**config.mk**
```make
export PLATFORM = sky130hd
export DESIGN_NAME = sci2_rx
export DESIGN_NICKNAME = d
export VERILOG_FILES = /design/src/rtl/sci2_rx.sv
export SDC_FILE = /design/constraint.sdc
export NUM_CORES = 1
export LEC_CHECK = 0
export CORE_MARGIN = 1
export CORE_UTILIZATION = 40
export DETAILED_ROUTE_END_ITERATION = 7
export GPL_ROUTABILITY_DRIVEN = 0
export GPL_TIMING_DRIVEN = 0
export PLACE_DENSITY = 0.66
export SYNTH_ARGS = -nofsm -noshare
export SYNTH_HDL_FRONTEND = slang
export SYNTH_SLANG_ARGS = --single-unit
```
**constraint.sdc**
```tcl
create_clock -name clk -period 2.7 [get_ports clk]
set_input_delay 0.54 -clock clk [delete_from_list [all_inputs] [get_ports clk]]
set_output_delay 0.54 -clock clk [all_outputs]
set_load 0.01 [all_outputs]
```
**src/rtl/sci2_rx.sv**
```systemverilog
// SCI2 receive decoder: oversamples the line clock/data, deframes 13-bit words
// and assembles one command word plus up to four info words into a single report.
module sci2_rx #(
    parameter bit          PARITY_ODD   = 1'b1,
    parameter int unsigned MAX_WORDS    = 5,
    parameter int unsigned RESYNC_BITS  = 13,
    parameter int unsigned SCI2_W_ADDR  = 5,
    parameter int unsigned SCI2_W_GROUP = 1,
    parameter int unsigned SCI2_W_CMD   = 3,
    parameter int unsigned SCI2_W_DATA  = 9
) (
    input  logic                       clk,
    input  logic                       rst,
    input  logic                       sci_clk,
    input  logic                       sci_data,
    input  logic [SCI2_W_ADDR-1:0]     my_addr,
    output logic                       cmd_valid,
    output logic [SCI2_W_ADDR-1:0]     cmd_addr,
    output logic [SCI2_W_GROUP-1:0]    cmd_group,
    output logic [SCI2_W_CMD-1:0]      cmd_code,
    output logic [4*SCI2_W_DATA-1:0]   info_data,
    output logic [2:0]                 cmd_words,
    output logic                       cmd_match,
    output logic                       err_parity,
    output logic                       err_stop,
    output logic                       err_mark,
    output logic                       err_len
);

    localparam logic [SCI2_W_GROUP-1:0] SCI2_GROUP_NO  = '0;
    localparam logic                    SCI2_MARK_CMD  = 1'b1;
    localparam logic                    SCI2_MARK_INFO = 1'b0;
    localparam int                      W              = SCI2_W_DATA;
    localparam logic [2:0]              MAX_W3         = 3'(MAX_WORDS);
    localparam int                      RS_W           = $clog2(RESYNC_BITS + 1);
    localparam logic [RS_W-1:0]         RS_LAST        = RS_W'(RESYNC_BITS - 1);

    typedef enum logic [2:0] {
        S_IDLE,
        S_WORD,
        S_GAP,
        S_DONE,
        S_RESYNC
    } state_t;

    function automatic logic f_parity_ok(input logic [11:1] bits);
        return (^bits) == PARITY_ODD;
    endfunction

    logic                     r_sclk_meta, r_sclk_sync, r_sclk_prev;
    logic                     r_sdat_meta, r_sdat_sync;
    logic                     r_bit_stb, r_bit_dat;

    state_t                   r_state;
    logic [3:0]               r_bit_idx;
    logic [2:0]               r_word_cnt;
    logic [11:1]              r_shift;
    logic [RS_W-1:0]          r_rs_cnt;
    logic                     r_after_err;

    logic [SCI2_W_ADDR-1:0]   r_acc_addr;
    logic [SCI2_W_GROUP-1:0]  r_acc_group;
    logic [SCI2_W_CMD-1:0]    r_acc_code;
    logic [4*W-1:0]           r_acc_info;
    logic                     r_acc_par, r_acc_stop, r_acc_mark, r_acc_len;

    logic                     r_cmd_valid;
    logic [SCI2_W_ADDR-1:0]   r_cmd_addr;
    logic [SCI2_W_GROUP-1:0]  r_cmd_group;
    logic [SCI2_W_CMD-1:0]    r_cmd_code;
    logic [4*W-1:0]           r_info_data;
    logic [2:0]               r_cmd_words;
    logic                     r_cmd_match;
    logic                     r_err_parity, r_err_stop, r_err_mark, r_err_len;

    logic [12:1]              w_word;
    logic [W-1:0]             w_data;
    logic                     w_mark_exp;

    // Synchronize the asynchronous line and derive the mid-bit sample strobe.
    always_ff @(posedge clk) begin
        if (rst) begin
            r_sclk_meta <= 1'b0;
            r_sclk_sync <= 1'b0;
            r_sclk_prev <= 1'b0;
            r_sdat_meta <= 1'b1;
            r_sdat_sync <= 1'b1;
            r_bit_stb   <= 1'b0;
            r_bit_dat   <= 1'b1;
        end else begin
            r_sclk_meta <= sci_clk;
            r_sclk_sync <= r_sclk_meta;
            r_sclk_prev <= r_sclk_sync;
            r_sdat_meta <= sci_data;
            r_sdat_sync <= r_sdat_meta;
            r_bit_stb   <= r_sclk_sync & ~r_sclk_prev;
            r_bit_dat   <= r_sdat_sync;
        end
    end

    // Complete word as seen when its stop bit is being sampled.
    always_comb begin
        w_word     = {r_bit_dat, r_shift};
        w_data     = w_word[W:1];
        w_mark_exp = (r_word_cnt == 3'd0) ? SCI2_MARK_CMD : SCI2_MARK_INFO;
    end

    // Receive FSM with command accumulators and the registered command report.
    always_ff @(posedge clk) begin
        if (rst) begin
            r_state      <= S_IDLE;
            r_bit_idx    <= 4'd0;
            r_word_cnt   <= 3'd0;
            r_shift      <= '0;
            r_rs_cnt     <= '0;
            r_after_err  <= 1'b0;
            r_acc_addr   <= '0;
            r_acc_group  <= '0;
            r_acc_code   <= '0;
            r_acc_info   <= '0;
            r_acc_par    <= 1'b0;
            r_acc_stop   <= 1'b0;
            r_acc_mark   <= 1'b0;
            r_acc_len    <= 1'b0;
            r_cmd_valid  <= 1'b0;
            r_cmd_addr   <= '0;
            r_cmd_group  <= '0;
            r_cmd_code   <= '0;
            r_info_data  <= '0;
            r_cmd_words  <= 3'd0;
            r_cmd_match  <= 1'b0;
            r_err_parity <= 1'b0;
            r_err_stop   <= 1'b0;
            r_err_mark   <= 1'b0;
            r_err_len    <= 1'b0;
        end else begin
            r_cmd_valid <= 1'b0;
            case (r_state)
                S_IDLE: begin
                    if (r_bit_stb && !r_bit_dat) begin
                        r_state     <= S_WORD;
                        r_bit_idx   <= 4'd1;
                        r_word_cnt  <= 3'd0;
                        r_after_err <= 1'b0;
                        r_acc_info  <= '0;
                        r_acc_par   <= 1'b0;
                        r_acc_stop  <= 1'b0;
                        r_acc_mark  <= 1'b0;
                        r_acc_len   <= 1'b0;
                    end
                end
                S_WORD: begin
                    if (r_bit_stb) begin
                        if (r_bit_idx == 4'd12) begin
                            case (r_word_cnt)
                                3'd0: begin
                                    r_acc_addr  <= w_data[SCI2_W_ADDR-1:0];
                                    r_acc_group <= w_data[SCI2_W_ADDR +: SCI2_W_GROUP];
                                    r_acc_code  <= w_data[SCI2_W_ADDR+SCI2_W_GROUP +: SCI2_W_CMD];
                                end
                                3'd1:    r_acc_info[0*W +: W] <= w_data;
                                3'd2:    r_acc_info[1*W +: W] <= w_data;
                                3'd3:    r_acc_info[2*W +: W] <= w_data;
                                3'd4:    r_acc_info[3*W +: W] <= w_data;
                                default: r_acc_info <= r_acc_info;
                            endcase
                            r_word_cnt <= r_word_cnt + 3'd1;
                            if (!f_parity_ok(w_word[11:1])) r_acc_par  <= 1'b1;
                            if (w_word[10] != w_mark_exp)   r_acc_mark <= 1'b1;
                            // A broken stop bit means framing is lost: report now, then resync.
                            if (!w_word[12]) begin
                                r_acc_stop  <= 1'b1;
                                r_after_err <= 1'b1;
                                r_state     <= S_DONE;
                            end else begin
                                r_state <= S_GAP;
                            end
                        end else begin
                            r_shift[r_bit_idx] <= r_bit_dat;
                            r_bit_idx          <= r_bit_idx + 4'd1;
                        end
                    end
                end
                S_GAP: begin
                    if (r_bit_stb) begin
                        if (!r_bit_dat) begin
                            if (r_word_cnt == MAX_W3) begin
                                r_acc_len   <= 1'b1;
                                r_after_err <= 1'b1;
                                r_state     <= S_DONE;
                            end else begin
                                r_state   <= S_WORD;
                                r_bit_idx <= 4'd1;
                            end
                        end else begin
                            r_state <= S_DONE;
                        end
                    end
                end
                S_DONE: begin
                    r_cmd_valid  <= 1'b1;
                    r_cmd_addr   <= r_acc_addr;
                    r_cmd_group  <= r_acc_group;
                    r_cmd_code   <= r_acc_code;
                    r_info_data  <= r_acc_info;
                    r_cmd_words  <= r_word_cnt;
                    r_cmd_match  <= (r_acc_addr == my_addr) || (r_acc_group != SCI2_GROUP_NO);
                    r_err_parity <= r_acc_par;
                    r_err_stop   <= r_acc_stop;
                    r_err_mark   <= r_acc_mark;
                    r_err_len    <= r_acc_len;
                    r_rs_cnt     <= '0;
                    r_state      <= r_after_err ? S_RESYNC : S_IDLE;
                end
                S_RESYNC: begin
                    if (r_bit_stb) begin
                        if (!r_bit_dat) begin
                            r_rs_cnt <= '0;
                        end else if (r_rs_cnt == RS_LAST) begin
                            r_rs_cnt <= '0;
                            r_state  <= S_IDLE;
                        end else begin
                            r_rs_cnt <= r_rs_cnt + 1'b1;
                        end
                    end
                end
                default: r_state <= S_IDLE;
            endcase
        end
    end

    assign cmd_valid  = r_cmd_valid;
    assign cmd_addr   = r_cmd_addr;
    assign cmd_group  = r_cmd_group;
    assign cmd_code   = r_cmd_code;
    assign info_data  = r_info_data;
    assign cmd_words  = r_cmd_words;
    assign cmd_match  = r_cmd_match;
    assign err_parity = r_err_parity;
    assign err_stop   = r_err_stop;
    assign err_mark   = r_err_mark;
    assign err_len    = r_err_len;

endmodule
```
==> results of run 1 <==
metrics by stage:
step / util / setup WS [ps]
CTS: 0.519 / 556
finish: 0.519 / 550
global route: 0.519 / 408
global placement: 0.476 / 448
floorplan: - / 766
detailed placement: 0.476 / 398
power by group:
part	leakage (nW)	internal, mW	switching (mW)
Combinational	1.33	0.0292	0.0597
Clock	0.277	1.32	0.907
Sequential	1.10	2.01	0.00207
Total	2.70	3.36	0.969
sequential cells by signal (all words and copies together) (netlist names), 4 cells and up:
signal / flops
info_data: 36
r_rs_cnt: 4
r_bit_idx: 4
r_acc_addr: 5
r_shift: 11
r_acc_info: 36
cmd_addr: 5
cells in the mapped netlist, types with 9 or more instances:
| cell | n |
|---|---|
| nor2b_1 | 9 |
| mux2i_1 | 56 |
| clkbuf_1 | 21 |
| and2_1 | 9 |
| buf_2 | 12 |
| nor3_1 | 9 |
| nand2_1 | 119 |
| nor2_1 | 73 |
| dfxtp_1 | 136 |
| ha_1 | 11 |
| nand3_1 | 17 |
| xnor2_1 | 12 |
| a21oi_1 | 66 |
how the worst max path moves through the flow:
| stage | startpoint | to | slack [ps] | cells after the start |
|---|---|---|---|---|
| 2_1_floorplan | r_bit_idx[0] | r_bit_idx[1] | 770 | 7 |
| 3_3_place_gp | rst | r_state[0] | 450 | 4 |
| 3_5_place_dp | rst | cmd_addr[3] | 400 | 4 |
| 4_1_cts | r_bit_idx[0] | r_bit_idx[1] | 560 | 7 |
| 5_1_grt | r_bit_idx[0] | r_bit_idx[1] | 410 | 7 |
| 6_report | r_bit_idx[0] | r_bit_idx[1] | 550 | 7 |
critical path, cell delays in order (launching register included):
cell	delay, ps
dfxtp_1	410
inv_1	110
ha_1	260
and3_4	230
a21o_1	210
a2111oi_4	440
mux2_1	360
nor2_1	70
cell families (layout without fill, tap and decap cells):
kind of cell             Yosys count  after routing  share of synthesized area
AO/OA/AOI/OAI                     88             88                     0.0931
XOR/XNOR                          19             19                     0.0328
AND/OR/NAND/NOR                  259            259                      0.207
multiplexers                      57             57                      0.104
buffers and inverters             49            142                     0.0424
flip-flops                       136            136                      0.496
adder cells (fa/ha/maj)           11             11                     0.0251
per-layer routing:
layer	wire length (um)	up-vias	part of all wire
met1	6320	2113	0.48
met3	569	21	0.043
li1	-	2215	-
met4	274	0	0.021
met5	0	-	0
met2	6110	110	0.46
area by class of cell:
type / count / area share
well taps: 176 / 0.0319
repair buffers: 62 / 0.0899
multi-input cells: 434 / 0.368
inverters: 8 / 0.00435
clock inverters: 12 / 0.0163
clock buffers: 19 / 0.0656
flip-flops and latches: 136 / 0.395
plain buffers: 41 / 0.0294
==> flow_summary.yaml, run 1 <==
detailed_routing:
  dr.first_iter.drc_count: 359
  drc: 0
  dr.pass1.iters: 5
  wl_per_cell_um: 15.0
  num_vias: 4459
  antenna_left: 0
  via_per_inst: 5.02
  wl_mm: 13.3
sta:
  finalCriticalPeriod_ps: 2150
  drv_slew: 0
  fin_tns_setup_ps: 0
  hold_violations: 0
  worst_pin_slew_ps: 646
  slew_headroom: 0.570
  fmax_mhz: 465
  grt_setup_unrepaired: "false"
  fin_skew_ps: 8.71
  hold-worst-slack_ps: 387
  fin_crit_sh: 0.796
  setup_viol: 0
synth:
  yosys.area.top_type: "dfxtp_1"
  avgSynthCellArea_um2: 8.88
  syn_inst: 619
  synth_area_leaders: "dfxtp_1 50%, mux2i_1 10%, nand2_1 8.1%"
  synth_warnings: 0
  ys_seq_elements: 136
  synth_fp_nets: 639
  yosys.area.top_type_share: 0.496
  netlist_area_um2: 5490
  synthArstFlopShare: 0
  synth-main-ff-cell: "dfxtp_1"
  synth_edf_count: 0
  yosysUniqueCellTypes: 42
  seq_area_frac_synth: 0.496
run_status:
  status: "complete, no violations"
floorplan:
  initial_core_util: 0.413
  rows: 42
  chipWidth_um: 119
  die_y_um: 119
  ios: 63
  fp.coreArea_um2: 13300
  die_area_um2: 14200
global_routing:
  met1_usage: 0.256
  grt_max_degree: 17
  grt.busiest_layer: "met2"
  grt_pass1_vias: 4302
  grt_use_total: 0.198
  antenna_found_initial: 0
  met3_usage: 0.0402
  grtUsageMet2: 0.320
  grt.overflow.total: 0
  grt_pass1_wl_mm: 21.8
placement:
  placed_area_um2: 6330
  dp_hpwl_mm: 9.51
  numPlacedInstances: 857
  portBuffers: 62
pwr:
  finalPower_mw: 4.33
  cellPowerDensity_nw_per_um2: 627
  p_leak_nw: 2.70
  peakVddDrop_mv: 0.456
clock_tree:
  clk_latency_ps: 420
  cts-root-buf: "clkbuf_16"
  ctsResizeCount: 0
  post_cts.repair.setup_buffers: 0
  path_clk_slew_ps: 60
  clockBufferDepth: 2
  cts.sinks: 136
  htreeDepth: 4
  cts_buffers: 17
  tritoncts: "built"
  postCtsHoldBufs: 0
setup_path:
  reg2reg_depth: 7
  startpoint_type: "flip-flop"
  reg2reg_from: "r_bit_idx[0]"
  r2r_end: "r_bit_idx[1]"
  crit_required_ps: 3060
  end_kind: "flip-flop"
  path_max_fanout: 5
  arrival_ps: 2510
  critPathKind: "flip-flop to flip-flop"
  r2r_slack_ps: 550
worst_hold_path:
  min_to: "r_bit_stb"
  whs_path_depth: 1
  hp-start: "r_sclk_prev"
  hp-class: "flip-flop to flip-flop"
finish:
  area_delta_synth_final_pct: 25.6
  fill_cells: 1220
  layout-drive-gt1-share: 0.0857
  multiInputGateArea_um2: 2540
  final_nets: 720
  seqCellArea_um2: 2720
  antenna_cells: 0
  most-common-layout-cells: "136 x dfxtp_1, 119 x nand2_1, 73 x nor2_1, 66 x a21oi_1, 62 x clkdlybuf4s50_1"
  mostFrequentLayoutCell: "dfxtp_1"
  design_area_um2: 6900
  final_cell_count_no_fill: 888
flow_run:
  maxCapViolations: 0
No activity file was read; power rests on OpenSTA's default activity.
==> run 2: changes to the inputs <==
Clock period 2.7 ns to 1.98 ns, I/O delays scaled along.
==> flow_summary.yaml, run 2 (synthesis results as in run 1) <==
sta:
  finalCriticalPeriod_ps: 1930
  finalWorstSetupSlack_ps: 53.4
  fmax_mhz: 519
  drv_slew: 0
  hold_violations: 0
  fin_crit_sh: 0.973
  worst_pin_slew_ps: 659
  slew_headroom: 0.561
  setup_viol: 0
  fin_tns_setup_ps: 0
  fin_skew_ps: 8.81
clock_tree:
  cts.sinks: 136
  path_clk_slew_ps: 60
  htreeDepth: 4
  clockBufferDepth: 2
  tritoncts: "built"
  cts-root-buf: "clkbuf_16"
  cts_buffers: 17
  postCtsHoldBufs: 0
  clk_latency_ps: 420
finish:
  design_area_um2: 6990
  most-common-layout-cells: "133 x dfxtp_1, 119 x nand2_1, 73 x nor2_1, 65 x a21oi_1, 62 x clkdlybuf4s50_1"
  antenna_cells: 0
  layout-drive-gt1-share: 0.112
  fill_cells: 1208
  final_nets: 723
  mostFrequentLayoutCell: "dfxtp_1"
  area_delta_synth_final_pct: 27.2
setup_path:
  arrival_ps: 2210
  startpoint_type: "flip-flop"
  end_kind: "flip-flop"
  crit_required_ps: 2260
  critPathSlowestCell: "a2111oi_4"
  path_max_fanout: 5
  critical_path.cell_chain: "inv_2 -> ha_4 -> and3_4 -> a21o_1 -> a2111oi_4 -> buf_4 -> nand2b_1 -> a21oi_1"
  max_stage_delay_ps: 420
  crit_buf_inv: 2
  critPathTopFamily: "compound AO/OA/AOI/OAI gates"
  critPathKind: "flip-flop to flip-flop"
pwr:
  cellPowerDensity_nw_per_um2: 845
  p_leak_nw: 2.74
  peakVddDrop_mv: 0.630
detailed_routing:
  m1WireLength_mm: 6.30
  drc: 0
  wl_met2_mm: 6.35
  num_vias: 4515
  wl_per_cell_um: 15.2
  wl_mm: 13.6
  wl_met3_um: 650
  top_layer_used: "met4"
  dr.pass1.iters: 4
  antenna_left: 0
  dr.first_iter.drc_count: 362
  via_per_inst: 5.07
floorplan:
  rows: 42
  die_y_um: 119
  initial_core_util: 0.413
  fp.coreArea_um2: 13300
  die_area_um2: 14200
  chipWidth_um: 119
  ios: 63
placement:
  portBuffers: 62
  dp_hpwl_mm: 9.51
  dp_slack_ps: -178
  placed_area_um2: 6330
global_routing:
  grt_pass1_vias: 4341
  grt_use_total: 0.200
  grt.overflow.total: 0
  grt_pass1_wl_mm: 22.0
  grt_max_degree: 17
  antenna_found_initial: 0
flow_run:
  maxCapViolations: 0
run_status:
  status: "complete, no violations"
worst_hold_path:
  hp-class: "flip-flop to flip-flop"
-- run 2: cell types whose count changed in the layout (fill, tap and decap cells not counted), sizes merged --
cell,delta
clkbuf,-1
buf,+4
-- run 2: area by class of cell --
class                   count  area (um^2)  area share
flip-flops and latches    136         2730       0.391
multi-input cells         434         2590       0.370
repair buffers             66          651      0.0931
clock buffers              19          453      0.0648
well taps                 176          220      0.0315
plain buffers              40          204      0.0292
clock inverters            12          113      0.0161
inverters                   8         30.0     0.00430
-- run 2: layer usage --
layer	vias to the layer above	GRT usage
li1	2224	-
met1	2146	0.257
met2	125	0.324
met3	20	0.0402
met4	0	0.0847
met5	-	0
-- run 2: power breakdown --
group	switching [mW]	internal, mW
sequential	0.00317	2.74
combinational	0.0828	0.0405
clock	1.24	1.80
-- run 2: timing repair --
| action | CTS | global route |
|---|---|---|
| pin swaps | 1 | 1 |
| cloned | 0 | 0 |
| resized for setup | 7 | 14 |
| endpoints found under the setup margin | 24 | 37 |
| buffers inserted | 1 | 3 |
-- run 2: worst paths after layout --
check                                     to  depth (start not counted)  slack (ps)         start
worst min-delay path               r_bit_stb                          1         390   r_sclk_prev
worst max-delay path            r_bit_idx[3]                          8          50  r_bit_idx[1]
worst max register to register  r_bit_idx[3]                          8          50  r_bit_idx[1]
worst min register to register     r_bit_stb                          1         390   r_sclk_prev
-- run 2: per-stage QoR --
stage / std cells / total power [mW] / util / hold slack (ps)
3_3_place_gp: 857 / 2.92 / 0.476 / 374
3_5_place_dp: 857 / 2.93 / 0.476 / 379
5_1_grt: 891 / 6.09 / 0.526 / 413
6_report: 891 / 5.91 / 0.526 / 388
4_1_cts: 889 / 5.93 / 0.522 / 386
2_1_floorplan: 619 / 2.88 / - / 367
